`src/rtl/edge_scan_ctrl_pkg.sv`:
```
// Shared types for the edge-filter frame sequencer: FSM states and tap indexing.
package edge_pkg;

    typedef enum logic [2:0] {
        IDLE,
        RD_REQ,
        RD_WAIT,
        CALC,
        WR_REQ,
        DONE
    } state_t;

    localparam int TAPS      = 9;
    localparam int TAP_IDX_W = 4;

    // Row-major index of a 3x3 tap from its window-relative row/column (0..2).
    function automatic logic [TAP_IDX_W-1:0] tap_index(input logic [1:0] tr, input logic [1:0] tc);
        return TAP_IDX_W'(3 * tr + tc);
    endfunction

endpackage

```
`src/rtl/edge_scan_ctrl_coord_scanner.sv`:
```
// Two-level wrap counter: inner runs INNER_LO..INNER_HI, outer steps when inner wraps.
// last is combinational and flags the final (outer, inner) pair.
module coord_scanner #(
    parameter int CW       = 16,
    parameter int OUTER_LO = 0,
    parameter int OUTER_HI = 2,
    parameter int INNER_LO = 0,
    parameter int INNER_HI = 2
) (
    input  logic          clk,
    input  logic          rst,
    input  logic          clear,
    input  logic          inc,
    output logic [CW-1:0] outer,
    output logic [CW-1:0] inner,
    output logic          last
);

    localparam logic [CW-1:0] O_LO = CW'(OUTER_LO);
    localparam logic [CW-1:0] O_HI = CW'(OUTER_HI);
    localparam logic [CW-1:0] I_LO = CW'(INNER_LO);
    localparam logic [CW-1:0] I_HI = CW'(INNER_HI);

    assign last = (outer == O_HI) && (inner == I_HI);

    always_ff @(posedge clk) begin
        if (rst || clear) begin
            outer <= O_LO;
            inner <= I_LO;
        end else if (inc) begin
            if (inner == I_HI) begin
                inner <= I_LO;
                outer <= (outer == O_HI) ? O_LO : outer + CW'(1);
            end else begin
                inner <= inner + CW'(1);
            end
        end
    end

endmodule

```
`src/rtl/edge_scan_ctrl.sv`:
```
// Frame sequencer: per interior pixel, reads the 3x3 window over Avalon-MM, strobes taps
// to the datapath, waits for its result and writes it back; stalls on waitrequest.
module edge_scan_ctrl
    import edge_pkg::*;
#(
    parameter int                    ADDR_WIDTH = 32,
    parameter int                    DATA_WIDTH = 8,
    parameter int                    IMG_W      = 64,
    parameter int                    IMG_H      = 64,
    parameter int                    CW         = 16,
    parameter logic [ADDR_WIDTH-1:0] SRC_BASE   = '0,
    parameter logic [ADDR_WIDTH-1:0] DST_BASE   = 'h10000
) (
    input  logic                  clk_i,
    input  logic                  rst_i,
    input  logic                  start_i,
    output logic                  busy_o,
    output logic                  done_o,
    output logic [ADDR_WIDTH-1:0] avm_address_o,
    output logic                  avm_read_o,
    output logic                  avm_write_o,
    output logic [DATA_WIDTH-1:0] avm_writedata_o,
    input  logic                  avm_waitrequest_i,
    input  logic [DATA_WIDTH-1:0] avm_readdata_i,
    input  logic                  avm_readdatavalid_i,
    output logic                  tap_valid_o,
    output logic [DATA_WIDTH-1:0] tap_data_o,
    output logic [TAP_IDX_W-1:0]  tap_idx_o,
    output logic                  tap_last_o,
    input  logic                  res_valid_i,
    input  logic [DATA_WIDTH-1:0] res_data_i,
    output logic [CW-1:0]         cur_row_o,
    output logic [CW-1:0]         cur_col_o
);

    state_t                state;
    logic [CW-1:0]         row;
    logic [CW-1:0]         col;
    logic                  pix_last;
    logic [1:0]            tr;
    logic [1:0]            tc;
    logic                  tap_last;
    logic [DATA_WIDTH-1:0] res_q;

    logic rd_data;
    logic wr_accept;
    assign rd_data   = (state == RD_WAIT) && avm_readdatavalid_i;
    assign wr_accept = (state == WR_REQ) && !avm_waitrequest_i;

    coord_scanner #(
        .CW      (CW),
        .OUTER_LO(1),
        .OUTER_HI(IMG_H - 2),
        .INNER_LO(1),
        .INNER_HI(IMG_W - 2)
    ) u_pix_scan (
        .clk  (clk_i),
        .rst  (rst_i),
        .clear(state == DONE),
        .inc  (wr_accept && !pix_last),
        .outer(row),
        .inner(col),
        .last (pix_last)
    );

    // The tap counter parks on (2,2) through CALC/WR_REQ and restarts once the write lands.
    coord_scanner #(
        .CW      (2),
        .OUTER_LO(0),
        .OUTER_HI(2),
        .INNER_LO(0),
        .INNER_HI(2)
    ) u_tap_scan (
        .clk  (clk_i),
        .rst  (rst_i),
        .clear(wr_accept || (state == DONE)),
        .inc  (rd_data && !tap_last),
        .outer(tr),
        .inner(tc),
        .last (tap_last)
    );

    // Window origin is (row-1, col-1); row/col never drop below 1, so no underflow.
    logic [CW-1:0]         src_row;
    logic [CW-1:0]         src_col;
    logic [ADDR_WIDTH-1:0] src_addr;
    logic [ADDR_WIDTH-1:0] dst_addr;
    assign src_row  = row + CW'(tr) - CW'(1);
    assign src_col  = col + CW'(tc) - CW'(1);
    assign src_addr = SRC_BASE + ADDR_WIDTH'(src_row) * ADDR_WIDTH'(IMG_W) + ADDR_WIDTH'(src_col);
    assign dst_addr = DST_BASE + ADDR_WIDTH'(row) * ADDR_WIDTH'(IMG_W) + ADDR_WIDTH'(col);

    assign avm_address_o   = avm_write_o ? dst_addr : (avm_read_o ? src_addr : '0);
    assign avm_writedata_o = res_q;
    assign cur_row_o       = row;
    assign cur_col_o       = col;

    always_ff @(posedge clk_i) begin
        if (rst_i) begin
            state       <= IDLE;
            busy_o      <= 1'b0;
            done_o      <= 1'b0;
            avm_read_o  <= 1'b0;
            avm_write_o <= 1'b0;
            tap_valid_o <= 1'b0;
            tap_data_o  <= '0;
            tap_idx_o   <= '0;
            tap_last_o  <= 1'b0;
            res_q       <= '0;
        end else begin
            done_o      <= 1'b0;
            tap_valid_o <= 1'b0;
            tap_last_o  <= 1'b0;
            case (state)
                IDLE: begin
                    if (start_i) begin
                        state      <= RD_REQ;
                        busy_o     <= 1'b1;
                        avm_read_o <= 1'b1;
                    end
                end
                RD_REQ: begin
                    if (!avm_waitrequest_i) begin
                        state      <= RD_WAIT;
                        avm_read_o <= 1'b0;
                    end
                end
                RD_WAIT: begin
                    if (avm_readdatavalid_i) begin
                        tap_valid_o <= 1'b1;
                        tap_data_o  <= avm_readdata_i;
                        tap_idx_o   <= tap_index(tr, tc);
                        tap_last_o  <= tap_last;
                        if (tap_last) begin
                            state <= CALC;
                        end else begin
                            state      <= RD_REQ;
                            avm_read_o <= 1'b1;
                        end
                    end
                end
                CALC: begin
                    if (res_valid_i) begin
                        res_q       <= res_data_i;
                        state       <= WR_REQ;
                        avm_write_o <= 1'b1;
                    end
                end
                WR_REQ: begin
                    if (!avm_waitrequest_i) begin
                        avm_write_o <= 1'b0;
                        if (pix_last) begin
                            state  <= DONE;
                            done_o <= 1'b1;
                        end else begin
                            state      <= RD_REQ;
                            avm_read_o <= 1'b1;
                        end
                    end
                end
                DONE: begin
                    state  <= IDLE;
                    busy_o <= 1'b0;
                end
                default: state <= IDLE;
            endcase
        end
    end

endmodule

```
`config.mk`:
```
export PLATFORM = sky130hd
export DESIGN_NAME = edge_scan_ctrl
export DESIGN_NICKNAME = d
export VERILOG_FILES = /design/src/rtl/edge_scan_ctrl_pkg.sv /design/src/rtl/edge_scan_ctrl_coord_scanner.sv /design/src/rtl/edge_scan_ctrl.sv
export SDC_FILE = /design/constraint.sdc
export NUM_CORES = 1
export LEC_CHECK = 0
export CAP_MARGIN = 20
export CORE_MARGIN = 3
export CORE_UTILIZATION = 28
export DETAILED_ROUTE_END_ITERATION = 8
export PLACE_DENSITY = 0.47
export SLEW_MARGIN = 20
export SYNTH_ARGS = -nofsm -noshare
export SYNTH_HDL_FRONTEND = slang
export SYNTH_SLANG_ARGS = --single-unit
```
`constraint.sdc`:
```
create_clock -name clk_i -period 7.57 [get_ports clk_i]
set_clock_uncertainty 0.15 [all_clocks]
set_input_delay 1.514 -clock clk_i [delete_from_list [all_inputs] [get_ports clk_i]]
set_output_delay 1.514 -clock clk_i [all_outputs]
set_load 0.01 [all_outputs]
```
==> metrics.md <==
| Metric | Value |
|---|---|
| Reg2reg start | u_pix_scan.inner[7] |
| Crit path max-delay cell type | clkdlybuf4s50_1 |
| CP arrival | 5500 ps |
| Post-Syn Area | 5954 um^2 |
| Antenna-violating nets left | 0 |
| RD Place Congestion | 0.8600 |
| Largest family of logic cells by synthesized area | adder cells |
| Initial Util | 28.96% |
| Setup Buffers After CTS | 0 |
| Final instance area | 7553 um^2 |
| Critical R2R Capture | u_pix_scan.outer[14] |
| WHS | 303.4 ps |
| Yosys top cell by area | dfxtp_1 |
| Area grow syn2layout | 26.85% |
| Top cells by area, synth | dfxtp_1 (22%), ha_1 (20%), xnor2_1 (9.1%) |
| R2R Setup Slk | 4310 ps |
| Type of the most critical hold path | reg -> reg |
| Reg clk slew, reported paths | 60 ps |
| Library cells used by synthesis | 66 |
| H-Tree Depth | 3 |
| CP endpoint kind | output port |
| Via count | 5358 |
| Outcome | finished clean |
| Post-placement cell count | 1106 |
| Final setup fails | 0 |
| DIE WIDTH | 151.8 um |
| Seq cells post-synth | 65 |
| HPWL after detailed placement | 14210 um |
| Count of flip-flops with a built-in enable after synthesis | 0 |
| Residual DRC | 0 |
| Crit path max fanout | 6 |
| CP peak stage delay | 570 ps |
| Avg Cell Area, Syn | 7.950 um^2 |
| Core Area | 20560 um^2 |
| DR vias/cell | 4.775 |
| GRT Total Usage | 15.70% |
| Worst Min Path Start | avm_writedata_o[7] |
| Post-DP Area | 7233 um^2 |
| Initial antenna violation count | 0 |
| Synth Warn # | 0 |
| Pwr dens | 170.3 nW/um^2 |
| Post-Synth XOR/XNOR Area | 10.74% |
| Max IR drop VDD | 107.0 uV |
| CP required | 5910 ps |
| Final Slew Violations | 0 |
| Total CTS buffers | 9 |
| N_diodes | 0 |
| Leakage | 3.045 nW |
| Depth of the worst hold-timing path | 2 |
| Period utilization | 94.67% |
| DRT Pass-1 Iters | 5 |
| Post-synthesis simple-gate area fraction | 18.13% |
| Total Neg Setup Slack | 0 ps |
| Worst setup SP type | register |
| CTS tree | yes |
| Total gr overflow | 0 |
| Synth Area in Compound Gates | 19.33% |
| Num ports | 112 |
| First-pass GRT wire length | 29200 um |
| Crit path time final | 7166 ps |
| Crit path kind | reg -> out |
| Pin count of the biggest net entering global routing | 31 |
| Final Hold Viols | 0 |
| Share of layout cells above drive strength 1 | 3.873% |
| Hold Path End | avm_writedata_o[7] |
| WL final | 18140 um |
| Post-synth top flop | dfxtp_1 |
| Max Cap Viol | 0 |
| Synth Area in Adders | 22.40% |
| Mapped Cells | 749 |
| Part of the Yosys area used for sequential elements | 21.85% |
| Avg WL per Cell | 16.17 um |
| Worst-Margin Slew | 748.3 ps |
| # rows | 52 |
| Hold-fix buffers, CTS | 0 |
| Final #Nets | 972 |
| DIE HEIGHT | 151.8 um |
| Clock sink total | 65 |
| Peak Freq | 0.1395 GHz |
| Max clock buf depth | 2 |
| I/O Buffers | 102 |
| Most frequent cells after synthesis | ha_1 (97), inv_1 (74), nand2_1 (74), nor2_1 (69), dfxtp_1 (65) |
| Top-area cell type share of the netlist area | 21.85% |
| CP cell instances | inv_1 > ha_1 > inv_1 > ha_1 > fa_1 > a21oi_1 > o21bai_1 > a21o_1 > a31o_2 > a211oi_1 > xor2_1 > ha_1 > nor3_1 > o2111ai_1 > a31o_2 > a21o_1 > a21oi_1 > inv_1 > a311o_1 > nand3_1 > clkdlybuf4s50_1 |
| Clock Root Buffer | clkbuf_16 |
| Resized cells post-CTS | 0 |
| RSZ-0062 raised after global routing | no |
| Number of DRC markers in iteration 0 | 183 |
| Relative slew margins | 50.11% |
| Reg2reg path depth | 10 |
| Final std cells w/o fill | 1122 |
| Mux cell area share after synthesis | 0.5253% |
| Clock latency on the worst-skew pair | 350 ps |
| Total power | 0.001287 W |
| Die area | 23050 um^2 |
| Most common cell in the netlist | ha_1 |
| Number of global-route vias before repair | 5293 |
| Async SR Flop Fraction | 0% |
-- worst max-delay path: cells and delay by family (launching register included) --
kind            cells  cell delay, ps
compound gates     10            2350
xor+xnor            1             130
fa+ha+maj           4            1170
buf+inv             4             790
flops               1             440
simple gates        2             280
-- registers in the layout (all words and copies together), names as in the netlist --
name and cells:
tap_valid_o 1, busy_o 1, tap_last_o 1, avm_read_o 1, u_pix_scan.outer 16, u_tap_scan.inner 2
u_pix_scan.inner 16, state 3, tap_idx_o 4, tap_data_o 8, avm_write_o 1, u_tap_scan.outer 2
avm_writedata_o 8, done_o 1
-- worst max path at each step --
| stage | start | cells after the start | slack, ps | end |
|---|---|---|---|---|
| floorplan | u_pix_scan.inner[1] | 20 | 1720 | avm_address_o[19] |
| global placement | u_tap_scan.inner[1] | 21 | 830 | avm_address_o[21] |
| detailed placement | u_tap_scan.inner[1] | 21 | 780 | avm_address_o[21] |
| CTS | u_tap_scan.inner[1] | 21 | 380 | avm_address_o[21] |
| global route | u_tap_scan.inner[1] | 21 | 9 | avm_address_o[21] |
| finish | u_tap_scan.inner[1] | 21 | 400 | avm_address_o[21] |
-- final cells by class --
| type | count | area, um^2 |
|---|---|---|
| clock buffers | 10 | 239.0 |
| clock inverters | 6 | 75.07 |
| fillers | 2208 | 13010 |
| inverters | 75 | 281.5 |
| multi-input cells | 591 | 4275 |
| flip-flops and latches | 65 | 1301 |
| well taps | 270 | 337.8 |
| repair buffers | 105 | 1044 |
-- metal layers --
layer	share of wire [%]	up-vias	global-route usage, %	wire length (um)
met3	2.6	21	2.218	474
met4	1.8	0	4.966	327
met1	48	2461	20.54	8629
met2	48	94	26.76	8710
met5	0	-	0	0
li1	-	2782	-	-
-- cell families (layout without fill, tap and decap cells) --
family,count (synthesis),count (layout)
AND/OR/NAND/NOR,229,229
AO/OA/AOI/OAI,174,174
adder cells (fa/ha/maj),103,103
buffers and inverters,101,196
XOR/XNOR,73,73
flip-flops,65,65
multiplexers,3,3
other,1,9
-- cells in the final DEF, fill, tap and decap left out, types with 12 or more instances in the layout --
cell type	count
nor3_1	12
nand3_1	15
inv_1	74
dfxtp_1	65
xnor2_1	62
nand2_1	74
nor2_1	69
ha_1	97
clkdlybuf4s50_1	102
a211oi_1	14
a21oi_1	53
o21ai_0	28
-- power by group --
part | leakage, nW | internal [W] | total [W] | switching [W]
clock | 0.151 | 0.000269 | 0.000453 | 0.000184
combinational | 2.37 | 0.000192 | 0.000432 | 0.000240
sequential | 0.525 | 0.000367 | 0.000402 | 0.0000348
total | 3.05 | 0.000828 | 0.00129 | 0.000458
-- metrics by stage --
step           util, %  setup WS [ps]
2_1_floorplan        -           1716
3_3_place_gp     35.18          832.8
3_5_place_dp     35.18          782.3
4_1_cts          36.71          380.6
5_1_grt          36.74          8.852
6_report         36.74          403.8
(Power assumes the default switching activity.)
